File: config.mk
export PLATFORM = sky130hd
export DESIGN_NAME = i2c_req_arbiter
export DESIGN_NICKNAME = d
export VERILOG_FILES = /design/src/rtl/i2c_req_arbiter.sv
export SDC_FILE = /design/constraint.sdc
export NUM_CORES = 1
export LEC_CHECK = 0
export CAP_MARGIN = 20
export CORE_MARGIN = 2
export CORE_UTILIZATION = 30
export CTS_BUF_LIST = sky130_fd_sc_hd__clkbuf_8
export DETAILED_ROUTE_END_ITERATION = 10
export PLACE_DENSITY = 0.65
export RECOVER_POWER = 25
export SKIP_CTS_REPAIR_TIMING = 1
export SLEW_MARGIN = 20
export SYNTH_ARGS = -nofsm -noshare
export SYNTH_HDL_FRONTEND = slang
export SYNTH_SLANG_ARGS = --single-unit
File: constraint.sdc
create_clock -name clk -period 5.7 [get_ports clk]
set_input_delay 1.14 -clock clk [delete_from_list [all_inputs] [get_ports clk]]
set_output_delay 1.14 -clock clk [all_outputs]
set_load 0.005 [all_outputs]
File: src/rtl/i2c_req_arbiter.sv
// Round-robin arbiter that shares one single-byte I2C master between NUM_REQ clients,
// sequencing the enable/busy handshake and recovering a hung master with a reset pulse.
//
//   state     | meaning
//   S_IDLE    | no transaction; pick next requester round-robin
//   S_GRANT   | grant and request fields latched; raise m_enable next
//   S_WAIT_HI | m_enable high, waiting for synchronised busy to rise
//   S_WAIT_LO | transfer running, waiting for synchronised busy to fall
//   S_RECOVER | m_rst held high for RST_CYCLES, then err pulse
//   S_DONE    | done or err pulse cycle; release grant, move pointer
module i2c_req_arbiter #(
  parameter int NUM_REQ    = 4,
  parameter int START_TO   = 1024,
  parameter int XFER_TO    = 16384,
  parameter int RST_CYCLES = 16
) (
  input  logic                   clk,
  input  logic                   arst,
  input  logic [NUM_REQ-1:0]     req,
  input  logic [7*NUM_REQ-1:0]   req_addr,
  input  logic [NUM_REQ-1:0]     req_rw,
  input  logic [8*NUM_REQ-1:0]   req_wdata,
  output logic [NUM_REQ-1:0]     gnt,
  output logic [NUM_REQ-1:0]     done,
  output logic [NUM_REQ-1:0]     err,
  output logic [7:0]             rdata,
  output logic                   m_enable,
  output logic [6:0]             m_addr,
  output logic                   m_rw,
  output logic [7:0]             m_data_in,
  input  logic [7:0]             m_data_out,
  input  logic                   m_busy,
  output logic                   m_rst
);

  localparam int PW = (NUM_REQ > 1) ? $clog2(NUM_REQ) : 1;
  localparam int TW = $clog2(XFER_TO) + 1;
  localparam logic [TW-1:0] START_LAST = TW'(START_TO - 1);
  localparam logic [TW-1:0] XFER_LAST  = TW'(XFER_TO - 1);
  localparam logic [TW-1:0] RST_LAST   = TW'(RST_CYCLES - 1);
  localparam logic [PW-1:0] PTR_INIT   = PW'(NUM_REQ - 1);

  typedef enum logic [2:0] {
    S_IDLE,
    S_GRANT,
    S_WAIT_HI,
    S_WAIT_LO,
    S_RECOVER,
    S_DONE
  } state_t;

  state_t               state;
  logic [PW-1:0]        ptr;
  logic [PW-1:0]        win;
  logic [TW-1:0]        timer;
  logic [TW-1:0]        timer_inc;
  logic                 busy_meta;
  logic                 busy_s;
  logic [PW-1:0]        pick;
  logic [NUM_REQ-1:0]   pick_hot;
  logic [6:0]           sel_addr;
  logic                 sel_rw;
  logic [7:0]           sel_wdata;

  // m_busy comes from the master's derived clock domain
  always_ff @(posedge clk or posedge arst) begin
    if (arst) begin
      busy_meta <= 1'b0;
      busy_s    <= 1'b0;
    end else begin
      busy_meta <= m_busy;
      busy_s    <= busy_meta;
    end
  end

  // Scan downward so the nearest requester after ptr is the last assignment
  always_comb begin
    int idx;
    idx  = 0;
    pick = ptr;
    for (int k = NUM_REQ; k >= 1; k--) begin
      idx = (int'(ptr) + k) % NUM_REQ;
      if (req[PW'(idx)]) pick = PW'(idx);
    end
  end

  always_comb begin
    pick_hot  = '0;
    sel_addr  = '0;
    sel_rw    = 1'b0;
    sel_wdata = '0;
    for (int i = 0; i < NUM_REQ; i++) begin
      if (pick == PW'(i)) begin
        pick_hot[i] = 1'b1;
        sel_addr    = req_addr[7*i +: 7];
        sel_rw      = req_rw[i];
        sel_wdata   = req_wdata[8*i +: 8];
      end
    end
  end

  assign timer_inc = (&timer) ? timer : timer + TW'(1);

  always_ff @(posedge clk or posedge arst) begin
    if (arst) begin
      state     <= S_IDLE;
      ptr       <= PTR_INIT;
      win       <= '0;
      timer     <= '0;
      gnt       <= '0;
      done      <= '0;
      err       <= '0;
      rdata     <= '0;
      m_enable  <= 1'b0;
      m_addr    <= '0;
      m_rw      <= 1'b0;
      m_data_in <= '0;
      m_rst     <= 1'b0;
    end else begin
      case (state)
        S_IDLE: begin
          if (|req) begin
            win       <= pick;
            gnt       <= pick_hot;
            m_addr    <= sel_addr;
            m_rw      <= sel_rw;
            m_data_in <= sel_wdata;
            state     <= S_GRANT;
          end
        end
        S_GRANT: begin
          m_enable <= 1'b1;
          timer    <= '0;
          state    <= S_WAIT_HI;
        end
        S_WAIT_HI: begin
          if (busy_s) begin
            m_enable <= 1'b0;
            timer    <= '0;
            state    <= S_WAIT_LO;
          end else if (timer == START_LAST) begin
            m_enable <= 1'b0;
            m_rst    <= 1'b1;
            timer    <= '0;
            state    <= S_RECOVER;
          end else begin
            timer <= timer_inc;
          end
        end
        S_WAIT_LO: begin
          if (!busy_s) begin
            if (m_rw) rdata <= m_data_out;
            done  <= gnt;
            state <= S_DONE;
          end else if (timer == XFER_LAST) begin
            m_rst <= 1'b1;
            timer <= '0;
            state <= S_RECOVER;
          end else begin
            timer <= timer_inc;
          end
        end
        S_RECOVER: begin
          if (timer == RST_LAST) begin
            m_rst <= 1'b0;
            err   <= gnt;
            state <= S_DONE;
          end else begin
            timer <= timer_inc;
          end
        end
        S_DONE: begin
          done  <= '0;
          err   <= '0;
          gnt   <= '0;
          ptr   <= win;
          state <= S_IDLE;
        end
        default: state <= S_IDLE;
      endcase
    end
  end

endmodule

==> results of run 1 <==
-- worst max-delay path: stages --
cell and delay [ns]:
clkdlybuf4s50_1 0.54, nand3b_1 0.15, a31oi_4 0.70, buf_4 0.38
mux2_2 0.37, o22ai_1 0.11, a21oi_1 0.06
-- state kept, by name (all words and copies together), names as in the netlist, 3 cells and up --
signal	flops
m_addr	7
done	4
err	4
m_data_in	8
gnt	4
state	3
rdata	8
timer	15
-- layer usage --
layer / vias to the layer above / wire (µm)
li1: 1565 / -
met5: - / 0
met2: 135 / 4840
met3: 14 / 730
met4: 0 / 134
met1: 1567 / 4170
-- stage by stage --
step           cells  area [µm²]
2_1_floorplan    356        3520
3_3_place_gp     594        4750
3_5_place_dp     594        4750
4_1_cts          610        4960
5_1_grt          611        4960
6_report         611        4960
-- power by group through the flow --
stage,clock network (mW),registers [mW],logic (mW)
finish,0.400,0.734,1.05
detailed placement,0,0.738,1.06
global route,0.434,0.756,1.16
global placement,0,0.734,1.03
floorplan,0,0.697,0.653
CTS,0.410,0.733,1.06
-- final timing paths --
kind / start / endpoint / slack, ns / cells past startpoint
setup / recovery: req[3] / m_data_in[3]$_DFFE_PP0P_ / 2.42 / 7
hold / removal: busy_meta$_DFF_PP0_ / busy_s$_DFF_PP0_ / 0.35 / 0
setup reg to reg: timer[13]$_DFFE_PP0P_ / timer[10]$_DFFE_PP0P_ / 2.83 / 5
hold reg to reg: busy_meta$_DFF_PP0_ / busy_s$_DFF_PP0_ / 0.35 / 0
max in group asynchronous: arst / m_data_in[0]$_DFFE_PP0P_ / 3.69 / 3
min in group asynchronous: arst / rdata[3]$_DFFE_PP0P_ / 1.45 / 3
-- cells in the final DEF, fill, tap and decap left out, types with 3 or more instances in the layout --
master	netlist	final
o22ai_1	11	11
a311oi_1	3	3
o221ai_1	5	5
nor4_2	6	5
nor3_1	7	7
nand4_1	5	5
nor2b_1	3	3
nand3_1	8	8
dfrtp_1	60	60
clkinvlp_4	0	3
and4_1	4	4
nand2_1	42	42
mux2i_1	22	22
a22oi_1	3	3
nor4_1	5	6
clkdlybuf4s50_1	0	114
a31oi_1	13	13
nor2_1	17	16
a21o_1	3	3
inv_1	6	5
a21oi_1	28	28
and3_1	5	5
clkbuf_8	0	10
buf_4	3	3
o21ai_0	13	13
mux2_2	20	20
o31ai_1	5	4
or4_1	3	3
-- cells in the mapped netlist (2+ instances only) --
cell,instances,area share
a2111oi_2,2,0.0085
a211oi_1,2,0.0043
a21o_1,3,0.0064
a21oi_1,28,0.040
a22oi_1,3,0.0064
a311oi_1,3,0.0075
a31oi_1,13,0.023
and2_1,2,0.0036
and3_1,5,0.0089
and4_1,4,0.010
buf_2,10,0.014
buf_4,3,0.0064
clkbuf_1,7,0.0075
dfrtp_1,60,0.43
dfstp_2,2,0.015
inv_1,6,0.0064
mux2_2,20,0.064
mux2i_1,22,0.063
nand2_1,42,0.045
nand2b_1,2,0.0036
nand3_1,8,0.011
nand4_1,5,0.0089
nor2_1,17,0.018
nor2b_1,3,0.0053
nor3_1,7,0.010
nor4_1,5,0.0089
nor4_2,6,0.021
o21ai_0,13,0.018
o21bai_1,2,0.0043
o221ai_1,5,0.012
o22ai_1,11,0.020
o31ai_1,5,0.011
or3_1,2,0.0036
or4_1,3,0.0064
-- cells by family (layout without fill, tap and decap cells) --
| logic type | Yosys count | in the layout | synth area share |
|---|---|---|---|
| AOI/OAI and AO/OA | 99 | 99 | 0.185 |
| adders and majority gates | 1 | 1 | 0.00356 |
| buffers and inverters | 30 | 142 | 0.0459 |
| muxes | 42 | 42 | 0.127 |
| DFF | 62 | 62 | 0.442 |
| and+or+nand+nor | 122 | 122 | 0.197 |
-- area by class of cell --
class / count / area share
well taps: 143 / 0.0361
inverters: 7 / 0.00530
multi-input cells: 264 / 0.365
clock buffers: 10 / 0.0277
clock inverters: 6 / 0.0141
flip-flops and latches: 62 / 0.313
repair buffers: 119 / 0.239
==> run summary, run 1 <==
# Max-Cap Violations: 0
Syn avg cell area: 9.88 µm²
Max VDD drop: 0.000213 V
Vias in the first global route: 3370
Remaining antenna violation count: 0
Worst-case hold slack: 0.351 ns
Diode count: 0
CTS tree: built
Clk Latency, worst-skew pair: 0.34 ns
Initial Utilization: 0.308
P_sw: 0.834 mW
Worst Setup Start Kind: input pin
Crit path kind: in -> reg
Register area: 0.00155 mm²
Clock Sink Count: 62
Clock Power Share: 0.183
Root buffer cell: clkbuf_8
HPWL Detailed: 7450 µm
Tot Pwr: 2.19 mW
Synthesized flop and latch total: 62
Initial DRC count: 183
Gr ovfl total: 0
Switching share of power: 0.381
Clock-pin slew on the worst setup and hold paths: 0.08 ns
Die area: 0.0126 mm²
Hold WC Path Type: reg -> reg
Static Leak: 1.97 nW
Outcome: completed
Mapped cell area: 0.00352 mm²
Area grow syn2layout: 41.1%
Gr busiest metal: met2
Sequential power share: 0.336
Ys async rst share: 1.00
Vias/cell: 5.37
Peak Freq: 305 MHz
Yosys warns: 0
Synthesized Nets: 436
DR vias: 3281
DIE HEIGHT: 112 µm
Final wirelength: 9880 µm
Largest net degree at the start of global routing: 63
Register area share after synthesis: 0.442
TritonCTS buffer count: 9
Total global-route track usage: 0.159
Die W: 112 µm
Final nets: 543
Met2 Use GR: 0.264
Proportion of layout cells with a drive suffix above 1: 0.128
Place WS: 2.05 ns
Unrepaired setup endpoints after global routing: false
Port Buffers: 116
Met1 usage: 0.196
Final setup viols: 0
# rows: 39
Crit share post-route: 0.575
Slew margin rel.: 0.316
RD Place Congestion: 0.846
Final setup TNS: 0 ns
Average wire per cell in the routed design: 16.2 µm
Fill cell count: 1129
Min Tclk post-route: 3.28 ns
CP Max Fanout: 22
Post-synth EDFFs: 0
IO Pins: 117
Library cells used by synthesis: 59
Critical Path End Type: register
Post-route setup slack: 2.42 ns
Drt first pass iters: 4
Internal: 1.35 mW
Number of H-tree levels: 3
WP data required: 5.87 ns
Longest Clk Path Bufs: 2
Post-synth top flop: dfrtp_1
Final core utilization: 0.435
Power per cell area: 441 mW/mm²
Final Hold Fails: 0
GR Util met3: 0.0481
Mapped Cells: 356
Core Region: 0.0114 mm²
Multi-input gate area: 0.00181 mm²
Initial antenna violation count: 0
Worst Skew: 0.0102 ns
Pins Over Slew Limit: 0
Drt drc: 0
Combinational power share: 0.482
First-pass GRT wire length: 16300 µm
Measured slew at the worst slew-check pin: 1.02 ns
Worst path arrival time: 3.45 ns
(Power assumes the default switching activity.)
==> inputs of run 2 (changes only) <==
--- a/config.mk
+++ b/config.mk
@@ -10,7 +10,7 @@
 export CORE_UTILIZATION = 30
 export CTS_BUF_LIST = sky130_fd_sc_hd__clkbuf_8
 export DETAILED_ROUTE_END_ITERATION = 10
-export PLACE_DENSITY = 0.65
+export PLACE_DENSITY = 0.68
 export RECOVER_POWER = 25
 export SKIP_CTS_REPAIR_TIMING = 1
 export SLEW_MARGIN = 20
==> constraint.sdc (replaced) <==
create_clock -name clk -period 2.81 [get_ports clk]
set_input_delay 0.562 -clock clk [delete_from_list [all_inputs] [get_ports clk]]
set_output_delay 0.562 -clock clk [all_outputs]
set_load 0.005 [all_outputs]
==> run 2 against run 1 <==
Clock skew down 0.0030 ns. Register-to-register slack worse by 2.6 ns. Combinational power up 110%. Global-route usage up 0.22 points. Critical path depth down 3. Wire length down 1.5%. Via count down 0.82%. Sequential share of layout area down 0.54 points. First-iteration DRC count up 1.6%. Cell area up 1.8%. Power up 110%. Largest cell class unchanged. Highest routed layer unchanged.
==> run summary, run 2 (synthesized netlist as in run 1, its figures left out) <==
Worst Skew: 0.00717 ns
DIE HEIGHT: 112 µm
Clock Sink Count: 62
Port Buffers: 116
HPWL Detailed: 7500 µm
Drt drc: 0
Proportion of layout cells with a drive suffix above 1: 0.137
Vias in the first global route: 3354
Final Hold Fails: 0
Gr ovfl total: 0
CTS tree: built
Largest regs: timer x15, m_data_in x8, rdata x8
Die W: 112 µm
Place WS: 0.0443 ns
Pins Over Slew Limit: 0
Critical Path End Type: register
Longest Clk Path Bufs: 2
Final setup viols: 0
Root buffer cell: clkbuf_8
Area grow syn2layout: 43.6%
Outcome: completed
Total global-route track usage: 0.161
Final wirelength: 9730 µm
Max VDD drop: 0.000432 V
CP Max Fanout: 12
Worst Setup Start Kind: register
Most common cell after layout, fill and taps aside: clkdlybuf4s50_1
Measured slew at the worst slew-check pin: 1.07 ns
Number of H-tree levels: 3
RD Place Congestion: 0.842
Clk Latency, worst-skew pair: 0.35 ns
Largest register FFs: 15
Initial antenna violation count: 0
Die area: 0.0126 mm²
Power per cell area: 923 mW/mm²
Core Region: 0.0114 mm²
Final Instance Count excl. Fillers: 616
Crit path kind: reg -> reg
Most frequent cells in the layout: clkdlybuf4s50_1, dfrtp_1, nand2_1
Drt first pass iters: 4
# Max-Cap Violations: 0
IO Pins: 117
Vias/cell: 5.28
Worst path arrival time: 2.74 ns
Remaining antenna violation count: 0
Average wire per cell in the routed design: 15.8 µm
Top reg by flops: timer
Min Tclk post-route: 2.56 ns
Initial Utilization: 0.308
Hold WC Path Type: reg -> reg
Peak Freq: 390 MHz
# rows: 39
Crit share post-route: 0.912
TritonCTS buffer count: 9
Diode count: 0
Final setup TNS: 0 ns
Largest net degree at the start of global routing: 38
WP data required: 2.99 ns
Final nets: 548
Initial DRC count: 186
Multi-input gate area: 0.00182 mm²
Clock-pin slew on the worst setup and hold paths: 0.07 ns
R2R Setup Slk: 0.25 ns
Static Leak: 2.03 nW
Placed Instances: 599
DR vias: 3254
Post-route setup slack: 0.247 ns
Slew margin rel.: 0.280
Unrepaired setup endpoints after global routing: false
First-pass GRT wire length: 16500 µm
Fill cell count: 1118
Register area: 0.00155 mm²
Tot Pwr: 4.66 mW
## run 2: cell types whose count changed in the layout (fill, tap and decap cells not counted)
cell | previous run | this run
nor2_2 | 1 | 0
clkinv_1 | 2 | 1
buf_4 | 3 | 6
buf_12 | 0 | 1
inv_1 | 5 | 6
nor2_1 | 16 | 17
clkinv_2 | 0 | 1
bufinv_16 | 1 | 3
clkbuf_8 | 10 | 9
clkbuf_2 | 0 | 1
nor4_2 | 5 | 6
nor4_1 | 6 | 5
clkinvlp_4 | 3 | 1
## run 2: metal layers
metal | track usage | wire length [µm]
met5 | 0 | 0
met4 | 0.0472 | 107
met3 | 0.0529 | 697
met2 | 0.275 | 4870
met1 | 0.194 | 4060
## run 2: power by group
part	switching (mW)	total (mW)	internal, mW	leakage (nW)
registers	0.234	1.45	1.22	0.769
logic	1.09	2.24	1.15	1.14
clock network	0.378	0.969	0.592	0.120
## run 2: worst paths after layout
check,start,to,depth (start not counted)
setup / recovery,state[1]$_DFFE_PP0P_,m_addr[2]$_DFFE_PP0P_,4
min in group asynchronous,arst,rdata[0]$_DFFE_PP0P_,2
hold / removal,busy_meta$_DFF_PP0_,busy_s$_DFF_PP0_,0
max in group asynchronous,arst,timer[12]$_DFFE_PP0P_,3
hold reg to reg,busy_meta$_DFF_PP0_,busy_s$_DFF_PP0_,0
setup reg to reg,state[1]$_DFFE_PP0P_,m_addr[2]$_DFFE_PP0P_,4
## run 2: area by class of cell
class                   count  share of cell area
repair buffers            124               0.244
clock buffers               9              0.0245
clock inverters             7              0.0238
well taps                 143              0.0354
multi-input cells         264               0.360
flip-flops and latches     62               0.308
inverters                   7             0.00520
## run 2: worst max-delay path, cell delays in order (launching register included)
cell     delay [ns]
dfrtp_1        0.48
or3_1          0.49
or2_2          0.34
nor4_2         0.93
a21oi_1        0.16
## run 2: stage by stage
stage,hold slack [ns],area [µm²],utilization
floorplan,0.331,3520,-
global placement,0.335,4810,0.422
detailed placement,0.344,4810,0.422
CTS,0.360,5060,0.443
global route,0.365,5050,0.442
finish,0.356,5050,0.442
==> inputs of run 3 (changes only) <==
--- a/config.mk
+++ b/config.mk
@@ -10,7 +10,8 @@
 export CORE_UTILIZATION = 30
 export CTS_BUF_LIST = sky130_fd_sc_hd__clkbuf_8
 export DETAILED_ROUTE_END_ITERATION = 10
-export PLACE_DENSITY = 0.68
+export DONT_BUFFER_PORTS = 1
+export PLACE_DENSITY = 0.54
 export RECOVER_POWER = 25
 export SKIP_CTS_REPAIR_TIMING = 1
 export SLEW_MARGIN = 20
==> run 3 against run 2 <==
The run now ends with capacitance limit, slew limit left. Sequential power is 6% higher. Sequential cell count stayed put. Fmax is 7.6% higher. Largest cell class unchanged.
==> run summary, run 3 (synthesized netlist as in run 1, its figures left out) <==
TritonCTS buffer count: 9
Worst path arrival time: 2.61 ns
Place WS: 0.461 ns
Clk Latency, worst-skew pair: 0.35 ns
Min Tclk post-route: 2.38 ns
WP data required: 3.04 ns
Measured slew at the worst slew-check pin: 1.55 ns
Most common cell after layout, fill and taps aside: dfrtp_1
Failing checks: capacitance limit, slew limit
HPWL Detailed: 6700 µm
IO Pins: 117
DR WL met2: 4600 µm
Final setup TNS: 0 ns
Reg2reg start: timer[0]$_DFFE_PP0P_
Initial DRC count: 188
Final nets: 434
Crit share post-route: 0.848
Largest regs: timer x15, m_data_in x8, rdata x8
Final Instance Count excl. Fillers: 501
Crit path largest cell delay: 0.50 ns
Most frequent cells in the layout: dfrtp_1, nand2_1, a21oi_1
Drt drc: 0
Vias/cell: 5.71
Crit path kind: reg -> reg
Clock-pin slew on the worst setup and hold paths: 0.07 ns
Worst Setup Start Kind: register
Diode count: 0
Pins Over Slew Limit: 63
Die W: 112 µm
# rows: 39
Hold WC Path Type: in -> reg
CP cell instances: ha_1 > nand3_1 > nor2_1 > and4_1 > nor3_2 > a311oi_1
Largest net degree at the start of global routing: 63
Metal3 WL: 741 µm
Wire length on met1: 3900 µm
Average wire per cell in the routed design: 18.7 µm
Die area: 0.0126 mm²
Final core utilization: 0.336
Top reg by flops: timer
DR vias: 2863
Final wirelength: 9390 µm
Unrepaired setup endpoints after global routing: false
Critical Path End Type: register
Peak Freq: 420 MHz
Outcome: finished with violations
R2R depth: 6
Power per cell area: 1020 mW/mm²
CP max-delay cell: and4_1
Core Region: 0.0114 mm²
Area grow syn2layout: 9.14%
Initial Utilization: 0.308
CTS tree: built
Vias in the first global route: 2799
CP Max Fanout: 9
Remaining antenna violation count: 0
Placed Instances: 486
Clock Sink Count: 62
Proportion of layout cells with a drive suffix above 1: 0.173
Reg2reg end: timer[8]$_DFFE_PP0P_
Gr ovfl total: 0
# Max-Cap Violations: 1
Setup crit end: timer[8]$_DFFE_PP0P_
Final setup viols: 0
Root buffer cell: clkbuf_8
Largest register FFs: 15
R2R Setup Slk: 0.43 ns
RD Place Congestion: 0.840
Final Hold Fails: 0
Initial antenna violation count: 0
Crit path launch: timer[0]$_DFFE_PP0P_
Post-route setup slack: 0.428 ns
DIE HEIGHT: 112 µm
Longest Clk Path Bufs: 2
Tot Pwr: 3.92 mW
Slew margin rel.: -0.0347
Max layer used: met4
Port Buffers: 0
Worst Skew: 0.0100 ns
Static Leak: 1.57 nW
Drt first pass iters: 5
Total global-route track usage: 0.148
Number of H-tree levels: 3
Max VDD drop: 0.000397 V
First-pass GRT wire length: 14900 µm
-- run 3: cell types whose count changed in the layout (fill, tap and decap cells not counted) --
cell | before | now
clkinvlp_4 | 1 | 0
buf_12 | 1 | 0
inv_1 | 6 | 10
inv_6 | 1 | 0
buf_4 | 6 | 9
o31ai_4 | 0 | 1
clkinv_2 | 1 | 0
bufinv_16 | 3 | 1
clkinv_4 | 1 | 0
clkdlybuf4s50_1 | 114 | 0
o31ai_2 | 1 | 0
clkbuf_8 | 9 | 10
dlygate4sd3_1 | 2 | 0
-- run 3: routing by layer --
| metal | up-vias | global-route usage |
|---|---|---|
| li1 | 1347 | - |
| met3 | 14 | 0.0524 |
| met5 | - | 0 |
| met4 | 0 | 0.0431 |
| met2 | 120 | 0.238 |
| met1 | 1382 | 0.188 |
-- run 3: worst min-delay path by stage --
stage | from | end | slack (ns) | depth (start not counted)
2_1_floorplan | busy_meta$_DFF_PP0_ | busy_s$_DFF_PP0_ | 0.33 | 0
3_3_place_gp | busy_meta$_DFF_PP0_ | busy_s$_DFF_PP0_ | 0.34 | 0
3_5_place_dp | busy_meta$_DFF_PP0_ | busy_s$_DFF_PP0_ | 0.34 | 0
4_1_cts | m_busy | busy_meta$_DFF_PP0_ | 0.23 | 0
5_1_grt | m_busy | busy_meta$_DFF_PP0_ | 0.23 | 0
6_report | m_busy | busy_meta$_DFF_PP0_ | 0.25 | 0
-- run 3: area by class of cell --
class	instances	area (µm²)
sequential	62	1550
tap	143	179
clock inverter	5	45.0
inverter	7	26.3
timing repair buffer	10	72.6
multi-input combinational	264	1820
fill	1191	7580
clock buffer	10	138
-- run 3: critical path: cells and delay by family, from the launching register on --
family / cells / cell delay [ns]
AO/OA/AOI/OAI: 1 / 0.33
flip-flops: 1 / 0.39
AND/OR/NAND/NOR: 4 / 1.28
adder cells (fa/ha/maj): 1 / 0.25
-- run 3: power by group --
group,internal (mW),leakage (nW),switching [mW]
logic,0.674,0.695,0.953
clock network,0.417,0.107,0.336
registers,1.22,0.769,0.319
total,2.31,1.57,1.61
-- run 3: metrics by stage --
stage                     instance area, µm²  hold WS [ns]
after floorplan                         3520         0.331
after global placement                  3650         0.345
after detailed placement                3650         0.345
after CTS                               3830         0.229
after global routing                    3840         0.231
final                                   3840         0.252
